### src/rtl/interrupt_controller.sv
// Edge-latched, maskable, priority-resolving interrupt controller with a nesting stack.
// On accept it drives a fixed-length injected sequence into decode, ending in a vector redirect.
module interrupt_controller #(
    parameter int NUM_IRQ = 4,
    parameter int PC_WIDTH = 32,
    parameter int INJ_STEPS = 3,
    parameter int NEST_DEPTH = 2,
    parameter logic [PC_WIDTH-1:0] VEC_BASE = PC_WIDTH'(32'h0000_0010),
    parameter int VEC_STRIDE = 2,
    localparam int ID_W = (NUM_IRQ > 1) ? $clog2(NUM_IRQ) : 1,
    localparam int STEP_W = (INJ_STEPS > 1) ? $clog2(INJ_STEPS) : 1,
    localparam int LVL_W = $clog2(NEST_DEPTH + 1)
) (
    input  logic                clk,
    input  logic                reset,
    input  logic [NUM_IRQ-1:0]  irq_in,
    input  logic                mask_we,
    input  logic [NUM_IRQ-1:0]  mask_wdata,
    input  logic                can_accept,
    input  logic                rti_done,
    output logic                inj_valid,
    output logic [STEP_W-1:0]   inj_step,
    output logic                save_flags,
    output logic                vec_valid,
    output logic [PC_WIDTH-1:0] vec_pc,
    output logic [ID_W-1:0]     active_id,
    output logic                in_service,
    output logic [LVL_W-1:0]    nest_level,
    output logic [NUM_IRQ-1:0]  pending,
    output logic                spurious_rti
);

    typedef enum logic {IDLE, INJECT} state_t;

    state_t              state;
    logic [STEP_W-1:0]   stepCnt;
    logic [NUM_IRQ-1:0]  irqQ;
    logic [NUM_IRQ-1:0]  pendingQ;
    logic [NUM_IRQ-1:0]  maskQ;
    logic [ID_W-1:0]     stack [NEST_DEPTH];
    logic [LVL_W-1:0]    level;
    logic [PC_WIDTH-1:0] vecPcQ;
    logic                spuriousQ;

    logic [NUM_IRQ-1:0]  edges;
    logic [NUM_IRQ-1:0]  eligible;
    logic [NUM_IRQ-1:0]  winnerHot;
    logic [ID_W-1:0]     winner;
    logic [ID_W-1:0]     topId;
    logic                accept;
    logic                pop;
    logic                lastStep;

    function automatic logic [PC_WIDTH-1:0] vectorFor(input logic [ID_W-1:0] id);
        return VEC_BASE + PC_WIDTH'(id) * PC_WIDTH'(VEC_STRIDE);
    endfunction

    assign edges    = irq_in & ~irqQ;
    assign eligible = pendingQ & ~maskQ;
    assign lastStep = (stepCnt == STEP_W'(INJ_STEPS - 1));

    // Scan downwards so the lowest eligible index (highest priority) wins.
    always_comb begin
        winner    = '0;
        winnerHot = '0;
        for (int i = NUM_IRQ - 1; i >= 0; i--) begin
            if (eligible[i]) begin
                winner       = ID_W'(i);
                winnerHot    = '0;
                winnerHot[i] = 1'b1;
            end
        end
    end

    always_comb begin
        topId = '0;
        for (int i = 0; i < NEST_DEPTH; i++) begin
            if (level == LVL_W'(i + 1)) topId = stack[i];
        end
    end

    assign accept = (state == IDLE) && can_accept && (eligible != '0) && !rti_done
                  && (level < LVL_W'(NEST_DEPTH))
                  && ((level == '0) || (winner < topId));
    assign pop    = rti_done && (level != '0);

    always_ff @(posedge clk or negedge reset) begin
        if (!reset) begin
            state     <= IDLE;
            stepCnt   <= '0;
            irqQ      <= '0;
            pendingQ  <= '0;
            maskQ     <= '0;
            level     <= '0;
            vecPcQ    <= '0;
            spuriousQ <= 1'b0;
        end else begin
            irqQ      <= irq_in;
            // A fresh edge on the channel being accepted re-arms it.
            pendingQ  <= (pendingQ & ~(winnerHot & {NUM_IRQ{accept}})) | edges;
            spuriousQ <= rti_done && (level == '0);
            if (mask_we) maskQ <= mask_wdata;

            if (accept) level <= level + LVL_W'(1);
            else if (pop) level <= level - LVL_W'(1);

            case (state)
                IDLE: begin
                    if (accept) begin
                        state   <= INJECT;
                        stepCnt <= '0;
                        vecPcQ  <= vectorFor(winner);
                    end
                end
                INJECT: begin
                    if (lastStep) begin
                        state   <= IDLE;
                        stepCnt <= '0;
                    end else begin
                        stepCnt <= stepCnt + STEP_W'(1);
                    end
                end
                default: state <= IDLE;
            endcase
        end
    end

    // Stack entries are only meaningful below level, so they carry no reset.
    always_ff @(posedge clk) begin
        if (accept) begin
            for (int i = 0; i < NEST_DEPTH; i++) begin
                if (level == LVL_W'(i)) stack[i] <= winner;
            end
        end
    end

    assign inj_valid    = (state == INJECT);
    assign inj_step     = stepCnt;
    assign save_flags   = inj_valid && (stepCnt == '0);
    assign vec_valid    = inj_valid && lastStep;
    assign vec_pc       = vecPcQ;
    assign active_id    = topId;
    assign in_service   = (level != '0);
    assign nest_level   = level;
    assign pending      = pendingQ;
    assign spurious_rti = spuriousQ;

endmodule
### config.mk
export PLATFORM = sky130hd
export DESIGN_NAME = interrupt_controller
export DESIGN_NICKNAME = d
export VERILOG_FILES = /design/src/rtl/interrupt_controller.sv
export SDC_FILE = /design/constraint.sdc
export NUM_CORES = 1
export LEC_CHECK = 0
export BUFFER_PORTS_ARGS = -buffer_cell sky130_fd_sc_hd__buf_4
export CORE_ASPECT_RATIO = 0.9
export CORE_MARGIN = 2
export CORE_UTILIZATION = 51
export CTS_CLUSTER_SIZE = 10
export DETAILED_ROUTE_END_ITERATION = 6
export HOLD_SLACK_MARGIN = 0.15
export PLACE_DENSITY = 0.94
export SYNTH_ARGS = -nofsm -noshare
export SYNTH_HDL_FRONTEND = slang
export SYNTH_SLANG_ARGS = --single-unit
export TNS_END_PERCENT = 1
### constraint.sdc
create_clock -name clk -period 6 [get_ports clk]
set_input_delay 1.2 -clock clk [delete_from_list [all_inputs] [get_ports clk]]
set_output_delay 1.2 -clock clk [all_outputs]
set_load 0.01 [all_outputs]
Word level (Yosys, flattened, before mapping)
Memory sizes are Yosys's and may differ from the RTL's.
Cells that the tools add are included.
Cells by class
  equal/unequal tests: 4
  add/subtract/negate cells: 4
  bitwise gates (word level): 9
  reduce and logical (&&, ||, !) cells: 18
  magnitude comparators: 2
  mux-type cells: 27
Operators by type and width (number)
  $mux W2: 11
  $and A4 B4 Y4: 4
  $mux W4: 4
  $not A4 Y4: 3
  $mux W1: 10
  $logic_and A1 B1 Y1: 9
  $add A5 B3 Y6 const A: 1
  $add A2 B1 Y2 const B: 2
  $eq A2 B2 Y1 const B: 2
  $logic_not A2 Y1: 2
  $or A4 B4 Y4: 1
  $pmux W2 S2: 1
  $reduce_bool A2 Y1: 2
  $reduce_bool A4 Y1: 1
  $eq A2 B1 Y1 const B: 1
  $lt A2 B2 Y1: 1
  $lt A2 B2 Y1 const B: 1
  $ne A2 B2 Y1 const B: 1
  $pmux W1 S2: 1
  $reduce_and A2 Y1: 1
  $reduce_or A2 Y1: 1
  $sub A2 B1 Y2 const B: 1
  $logic_not A1 Y1: 1
  $logic_or A1 B1 Y1: 1
  $not A1 Y1: 1
Word-level totals
  bits in registers: 50
  input port bits: 13
  output and inout port bits: 47
  word-level logic and storage cells: 73
  bits in writable memories: 4
  memories kept: 1
Memories
  stack: words 2, bits a word 2, rd ports 2, clocked after memory_dff 0, wr ports 1, RTL line 40  | logic [ID_W-1:0] stack [NEST_DEPTH];

Depth between registers and ports, before layout
Gate-level depths: netlist of the first run.
  depth after elaboration: 13
  depth in mapped cells: 9
  mapped depth without buffers: 9

Least setup slack after synthesis of the first run
OpenSTA, ideal clock, no wires.
  kind: in2reg
  start point: input port rti_done
  end point: memory stack[0][2] (netlist name), enable pin
  buffers on the path: 0
  library setup time: 298 ps
  required time: 5702 ps
  arrival time: 2031 ps
  stages: 5
  slack: 3671 ps
  cell sequence: nor2_2 > nand3_2 > or2_4 > a21oi_2 > and2_1
Between the ends
  longest elaborated chain between the ends: 8
  elaborated cells between the ends (all ways): 11
  those cells by class: 6 x mux; 5 x reduce/logical
RTL lines
  start, declared: RTL line 20  | input logic rti_done,
  $logic_not A1 Y1 (*): RTL line 82  | assign accept = (state == IDLE) && can_accept && (eligible != '0) && !rti_done
  $logic_and A1 B1 Y1 (*): RTL line 82
  $logic_and A1 B1 Y1 (*): RTL line 83  | && (level < LVL_W'(NEST_DEPTH))
  $logic_and A1 B1 Y1 (*): RTL line 84  | && ((level == '0) || (winner < topId));
  $mux W1: RTL line 130  | if (accept) begin
  $mux W1 (not written as such): RTL line 132  | if (level == LVL_W'(i)) stack[i] <= winner;
  $reduce_or A2 Y1 (no source line)
  $mux W1 (no source line)
  end, declared: RTL line 40
Mark *: on every way between the ends. The rest lies on a longest branch, timed or not.

Worst setup path in the final report of the first run
  start point: register level[0], in the netlist nest_level[0]
  end point: output port in_service
Between the ends
  longest elaborated chain between the ends: 1
RTL lines
  start, declared: RTL line 41  | logic [LVL_W-1:0] level;
  start signal, assigned: RTL line 104  | if (accept) level <= level + LVL_W'(1);
  start signal, assigned: RTL line 105  | else if (pop) level <= level - LVL_W'(1);
  $reduce_bool A2 Y1: RTL line 143  | assign in_service = (level != '0);
  end, declared: RTL line 27  | output logic in_service,
Every way passes these cells.

==> summary.md, run 1 <==
| Metric | Value |
|---|---|
| Outcome | `finished, final reports clean` |
| Critical path's top delay family | `flip-flops` |
| Total Neg Setup Slack | `0 ns` |
| Static power due to leakage | `0.799 nW` |
| Pwr Total | `0.627 mW` |
| Area fraction in and, or, nand and nor cells after synthesis | `16.6%` |
| Largest area contributor in the netlist | `dfrtp_1` |
| Hold buffer count at CTS | `0` |
| Quantity of I/O buffers inserted on ports | `30` |
| All-Layer GR Usage | `16.1%` |
| Top fanout value on the critical path | `8` |
| Combinational family with the most area after synthesis | `buffers and inverters` |
| Sequential-to-total area share from yosys stat | `44.7%` |
| WHS | `0.487 ns` |
| Per-cell via count in the routed design | `4.61` |
| Synth Cell Area | `1440 sq um` |
| Final setup violation count | `0` |
| CP Class | `reg2out` |
| Xor and xnor area share after synthesis | `0%` |
| Slowest Stage Delay on Critical Path | `0.45 ns` |
| CTS tree | `built` |
| Remaining design rule violation count | `0` |
| Clock net sink count | `25` |
| Warnings from Yosys | `0` |
| Routability-driven placement congestion ratio | `0.852` |
| Vias in the first global route | `857` |
| Async SR Flop Fraction | `84.0%` |
| Remaining number of nets flagged by the antenna check after routing | `0` |
| Number of diodes | `0` |
| Power per unit of standard cell area | `384 nW/um^2` |
| Dominant cells by area after synthesis | `dfrtp_1 (36%), buf_4 (15%), edfxtp_1 (8.3%), ha_1 (3.5%), mux2_2 (3.1%)` |
| Fraction of the mapped netlist area in compound gates | `11.7%` |
| Std-Cell Core Area | `2730 sq um` |
| Setup repair after global routing missed its margin | `false` |
| Worst Hold Class | `reg2reg` |
| Largest net degree at the start of global routing | `22` |
| Arithmetic-cell share of the synthesized area counting full adders, half adders and majority gates | `3.47%` |
| Number of top-level pins | `60` |
| Initial Utilization | `53.0%` |
| Die extent in y | `54.5 microns` |
| Final hold vios | `0` |
| Max Slew Vio Count | `0` |
| Proportion of layout cells with a drive suffix above 1 | `30.2%` |
| Post-synth top area share | `36.4%` |
| Fin crit period | `2.70 ns` |
| Mapped Avg Cell Area | `10.6 sq um` |
| Category of the worst setup path launch point | `flop` |
| Routed wire length per instance | `11.4 microns` |
| Multiplexer area fraction after synthesis | `4.59%` |
| Period utilisation layout | `45.0%` |
| Floorplan die width | `60.1 microns` |
| Setup Fix Bufs, Post-CTS | `0` |
| Clock Latency Late Sink | `0.31 ns` |
| Grt total ovfl | `0` |
| Synth Flop Type | `dfrtp_1` |
| Detailed Place HPWL | `1930 microns` |
| Crit path required time | `4.80 ns` |
| Data arrival time at the worst-slack endpoint | `1.50 ns` |
| Number of enable-type register cells in the synthesized netlist | `4` |
| Slowest library cell on the worst path | `dfrtp_1` |
| Number of buffers created by CTS | `3` |
| Vias | `964` |
| Max rail drop VDD | `0.255 mV` |
| Cells traversed along the worst timing path | `inv_1, ha_1, inv_2, buf_4` |
| Root buf cell | `clkbuf_4` |
| Drt first pass iters | `4` |
| Achievable clock frequency | `370 MHz` |
| Total wirelength of the detailed-routed design | `2380 microns` |
| Critical path buffers and inverters | `3` |
| H-tree depth | `1` |
| Maximum number of buffers from clock root to sink | `2` |
| Kind of capture point of the worst setup path | `output pin` |
| Gates resized, CTS repair | `0` |
| Global-route wire length before repair | `3870 microns` |
| Post-layout nets | `187` |
| Worst-path clk slew | `0.12 ns` |
| Count of different cell masters after synthesis | `40` |
| Synthesized flop and latch total | `25` |
| FP Rows | `18` |
| Max-cap violations | `0` |
| Overall die area | `3270 sq um` |
| Number of antenna violations at the first check in global routing | `0` |
| Layout area overhead | `13.2%` |
| 1st-iter DRT viols | `26` |
| Largest clock skew in the final design | `0.00564 ns` |
| Gate count of the mapped netlist | `136` |
## synthesized netlist by cell type (2+ instances only)
master    number
buf_4         29
dfrtp_1       21
inv_1          8
nor2_1         8
nand2_1        6
o21ai_1        5
edfxtp_1       4
ha_1           4
mux2_2         4
a21oi_1        3
a22o_1         3
nand2b_1       3
nor2b_4        3
nor3_1         3
nor4_1         3
a211o_1        2
a21oi_2        2
a31oi_1        2
o21a_1         2
## flip-flops by register name, indices dropped and copies added (netlist names)
signal,cells
irqQ,4
maskQ,4
pending,4
stack,4
vec_pc,3
inj_step,2
nest_level,2
inj_valid,1
spurious_rti,1
## layout make-up
class	instances	area, sq um
clock buffers	3	22.5
fillers	237	1090
clock inverters	1	5.00
well taps	40	50.0
flip-flops and latches	25	646
repair buffers	30	225
multi-input cells	100	634
inverters	10	51.3
## placed cells by master (no fill, tap or decap), types with 2 or more instances in the layout
cell type and instances:
a211o_1 2, a21oi_1 3, a21oi_2 2, a22o_1 3, a31oi_1 2, buf_4 30, clkbuf_4 3, conb_1 29
dfrtp_1 21, edfxtp_1 4, ha_1 4, inv_1 8, mux2_2 4, nand2_1 6, nand2b_1 3, nor2_1 8
nor2b_4 3, nor3_1 3, nor4_1 3, o21a_1 2, o21ai_1 5
## layer usage
layer,vias up,wire (microns),GRT usage [%]
li1,479,-,-
met1,458,1060,22.1
met2,25,1210,25.5
met3,2,97,3.55
met4,0,9,5.56
met5,-,0,0
## cell families (layout without fill, tap and decap cells)
| group | Yosys count | after routing |
|---|---|---|
| compound gates | 24 | 24 |
| fa+ha+maj | 4 | 4 |
| buf+inv | 39 | 44 |
| flops | 25 | 25 |
| mux | 6 | 6 |
| other cells | 1 | 29 |
| simple gates | 37 | 37 |
## worst register-to-register path: cells and delay by family (launching register included)
| family | cells | cell delay (ns) |
|---|---|---|
| simple gates | 4 | 0.89 |
| compound gates | 3 | 0.65 |
| flops | 1 | 0.41 |
| fa+ha+maj | 1 | 0.30 |
## final timing paths
path	startpoint	end	slack [ns]	cells past startpoint
min	vec_pc[4]	vec_pc[4]	0.49	1
max in group asynchronous	reset	nest_level[0]	5.05	1
min reg2reg	vec_pc[4]	vec_pc[4]	0.49	1
min in group asynchronous	reset	irqQ[0]	0.74	1
max	nest_level[0]	in_service	3.30	4
max reg2reg	pending[1]	stack[0][2]	3.47	8
## through the flow
| stage | setup slack (ns) | std cells | instance area, sq um | utilization [%] |
|---|---|---|---|---|
| global route | 3.14 | 209 | 1630 | 60.0 |
| detailed placement | 3.41 | 205 | 1610 | 59.0 |
| global placement | 3.44 | 205 | 1610 | 59.0 |
| floorplan | 3.67 | 164 | 1550 | - |
| CTS | 3.28 | 209 | 1630 | 60.0 |
| finish | 3.30 | 209 | 1630 | 60.0 |
## power breakdown
| part | internal [mW] | switching (mW) | total, mW |
|---|---|---|---|
| Clock | 0.0249 | 0.0475 | 0.0724 |
| Sequential | 0.210 | 0.0319 | 0.242 |
| Combinational | 0.148 | 0.165 | 0.313 |
(Power assumes the default switching activity.)
==> run 2, diff against run 1 <==
--- a/config.mk
+++ b/config.mk
@@ -5,14 +5,15 @@
 export SDC_FILE = /design/constraint.sdc
 export NUM_CORES = 1
 export LEC_CHECK = 0
+export ABC_AREA = 1
 export BUFFER_PORTS_ARGS = -buffer_cell sky130_fd_sc_hd__buf_4
 export CORE_ASPECT_RATIO = 0.9
 export CORE_MARGIN = 2
-export CORE_UTILIZATION = 51
+export CORE_UTILIZATION = 47
 export CTS_CLUSTER_SIZE = 10
 export DETAILED_ROUTE_END_ITERATION = 6
 export HOLD_SLACK_MARGIN = 0.15
-export PLACE_DENSITY = 0.94
+export PLACE_DENSITY = 0.89
 export SYNTH_ARGS = -nofsm -noshare
 export SYNTH_HDL_FRONTEND = slang
 export SYNTH_SLANG_ARGS = --single-unit
==> constraint.sdc (replaced) <==
create_clock -name clk -period 2.72 [get_ports clk]
set_input_delay 0.544 -clock clk [delete_from_list [all_inputs] [get_ports clk]]
set_output_delay 0.544 -clock clk [all_outputs]
set_load 0.01 [all_outputs]
==> run 2 against run 1 <==
- cell area increased by 0.61%
- first-iteration DRC count decreased by 12%
- largest power group unchanged
- via count increased by 8.4%
- non-clock buffer count increased by 1
- critical path type unchanged
- sequential cell count unchanged
- cell count increased by 16%
- clock power increased by 130%
- largest cell class unchanged
- highest routed layer unchanged
- worst setup slack got worse by 2.8 ns
==> summary.md, run 2 <==
| Metric | Value |
|---|---|
| Mapped Avg Cell Area | `8.64 sq um` |
| Worst-path clk slew | `0.14 ns` |
| Count of different cell masters after synthesis | `23` |
| Most frequent cell on the critical path | `inv_1` |
| H-tree depth | `1` |
| Slowest Stage Delay on Critical Path | `0.44 ns` |
| Warnings from Yosys | `0` |
| WHS | `0.342 ns` |
| Post-layout nets | `219` |
| Setup Fix Bufs, Post-CTS | `0` |
| Commonest non-fill, non-tap cell in the layout | `nand2_1` |
| Category of the worst setup path launch point | `flop` |
| Total wirelength of the detailed-routed design | `2460 microns` |
| Max-cap violations | `0` |
| Gates resized, CTS repair | `0` |
| Crit path required time | `2.18 ns` |
| Max rail drop VDD | `0.418 mV` |
| Vias in the first global route | `982` |
| 1st-iter DRT viols | `23` |
| Number of diodes | `0` |
| Kind of capture point of the worst setup path | `output pin` |
| Fillcell total | `276` |
| Number of top-level pins | `60` |
| Power per unit of standard cell area | `821 nW/um^2` |
| Hold buffer count at CTS | `1` |
| Number of buffers created by CTS | `3` |
| Global-route wire length before repair | `4310 microns` |
| Worst Hold Class | `in2reg` |
| Synth Cell Area | `1440 sq um` |
| Die extent in y | `56.6 microns` |
| Outcome | `finished, final reports clean` |
| Worst R2R Setup Slack | `0.60 ns` |
| CP Class | `reg2out` |
| Remaining number of nets flagged by the antenna check after routing | `0` |
| Synthesized flop and latch total | `25` |
| Max Slew Vio Count | `0` |
| M1 GR Usage | `21.0%` |
| Period utilisation layout | `79.9%` |
| Initial Utilization | `48.2%` |
| Maximum number of buffers from clock root to sink | `2` |
| Pwr Total | `1.35 mW` |
| Total Neg Setup Slack | `0 ns` |
| Multi-input combinational cell area | `579 sq um` |
| Final hold vios | `0` |
| Routed wire length per instance | `10.1 microns` |
| Remaining design rule violation count | `0` |
| Vias | `1045` |
| Largest net degree at the start of global routing | `22` |
| Achievable clock frequency | `460 MHz` |
| Gate count of the mapped netlist | `167` |
| Per-cell via count in the routed design | `4.30` |
| Quantity of I/O buffers inserted on ports | `30` |
| Proportion of layout cells with a drive suffix above 1 | `26.9%` |
| Leading cell types in the layout, fill and taps excluded | `nand2_1 (41), buf_4 (30), conb_1 (29)` |
| Met3 Resource Use GR | `1.40%` |
| Largest clock skew in the final design | `0.0158 ns` |
| Dominant cells by area after synthesis | `dfrtp_1 (36%), buf_4 (15%), nand2_1 (11%), edfxtp_1 (8.3%), inv_1 (6.5%)` |
| Largest area contributor in the netlist | `dfrtp_1` |
| Number of antenna violations at the first check in global routing | `0` |
| Met2 demand-to-capacity share in global routing | `24.4%` |
| Area taken by flip-flops and latches | `646 sq um` |
| Synth Flop Type | `dfrtp_1` |
| Top fanout value on the critical path | `4` |
| FP Rows | `19` |
| Grt total ovfl | `0` |
| Clock Latency Late Sink | `0.32 ns` |
| Final setup violation count | `0` |
| Fin crit period | `2.17 ns` |
| Clock net sink count | `25` |
| Std-Cell Core Area | `3000 sq um` |
| Minimum setup slack after placement | `0.593 ns` |
| Overall die area | `3530 sq um` |
| PnR worst setup slack | `0.546 ns` |
| Most heavily used metal layer in global routing | `met2` |
| Slowest library cell on the worst path | `dfrtp_1` |
| Setup repair after global routing missed its margin | `false` |
| CTS tree | `built` |
| Most frequently used cell type in the post-synthesis netlist | `nand2_1` |
| Layout area overhead | `14.0%` |
| Drt first pass iters | `4` |
| Ranking of synthesized cells by instance count | `nand2_1 (41), buf_4 (29), inv_1 (25), dfrtp_1 (21)` |
| Root buf cell | `clkbuf_4` |
| Async SR Flop Fraction | `84.0%` |
| Number of enable-type register cells in the synthesized netlist | `4` |
| Post-synth top area share | `36.4%` |
| Static power due to leakage | `0.932 nW` |
| Floorplan die width | `62.4 microns` |
| Data arrival time at the worst-slack endpoint | `1.63 ns` |
| All-Layer GR Usage | `15.3%` |
| Cells traversed along the worst timing path | `inv_1, ha_1, inv_1, o21ai_0, inv_1, buf_4` |
| Routability-driven placement congestion ratio | `0.804` |
| Detailed Place HPWL | `1990 microns` |
| Sequential-to-total area share from yosys stat | `44.8%` |
## run 2: worst paths after layout
| kind | startpoint | to | cells past startpoint |
|---|---|---|---|
| min | irq_in[1] | irqQ[1] | 1 |
| max in group asynchronous | reset | maskQ[0] | 2 |
| max reg2reg | nest_level[1] | stack[0][2] | 9 |
| max | nest_level[0] | active_id[1] | 6 |
| min in group asynchronous | reset | spurious_rti | 2 |
| min reg2reg | irqQ[2] | pending[2] | 3 |
## run 2: cell type report
class	count	area share, %
Sequential cell	25	39.3
Clock buffer	4	1.60
Timing Repair Buffer	31	14.3
Multi-Input combinational cell	113	35.2
Inverter	28	6.39
Tap cell	42	3.20
## run 2: worst max-delay path: cells and delay by family (launching register included)
family                     cells  cell delay (ns)
buffers and inverters          4             0.40
DFF                            1             0.44
AOI/OAI and AO/OA              1             0.29
adders and majority gates      1             0.17
## run 2: routing by layer
layer / vias up / wire [microns]
met5: - / 0
met4: 0 / 64
met2: 40 / 1250
li1: 521 / -
met1: 478 / 1050
met3: 6 / 95
## run 2: where the power goes
| part | switching (mW) | internal [mW] | total (mW) |
|---|---|---|---|
| registers | 0.0700 | 0.468 | 0.538 |
| clock network | 0.110 | 0.0573 | 0.167 |
| logic | 0.369 | 0.275 | 0.644 |
## run 2: through the flow
| stage | area [sq um] | util, % | cells |
|---|---|---|---|
| final | 1640 | 54.9 | 243 |
| after global routing | 1640 | 54.9 | 243 |
| after detailed placement | 1610 | 53.7 | 238 |
| after floorplan | 1550 | - | 195 |
| after global placement | 1610 | 53.7 | 238 |
| after CTS | 1640 | 54.9 | 243 |
## run 2: cell families (layout without fill, tap and decap cells)
family	Yosys count	count (layout)	share of synthesized area (%)
and+or+nand+nor	71	71	25.5
buffers and inverters	57	63	22.4
DFF	25	25	44.8
AOI/OAI and AO/OA	9	9	3.64
adders and majority gates	4	4	3.47
other	1	29	0.260
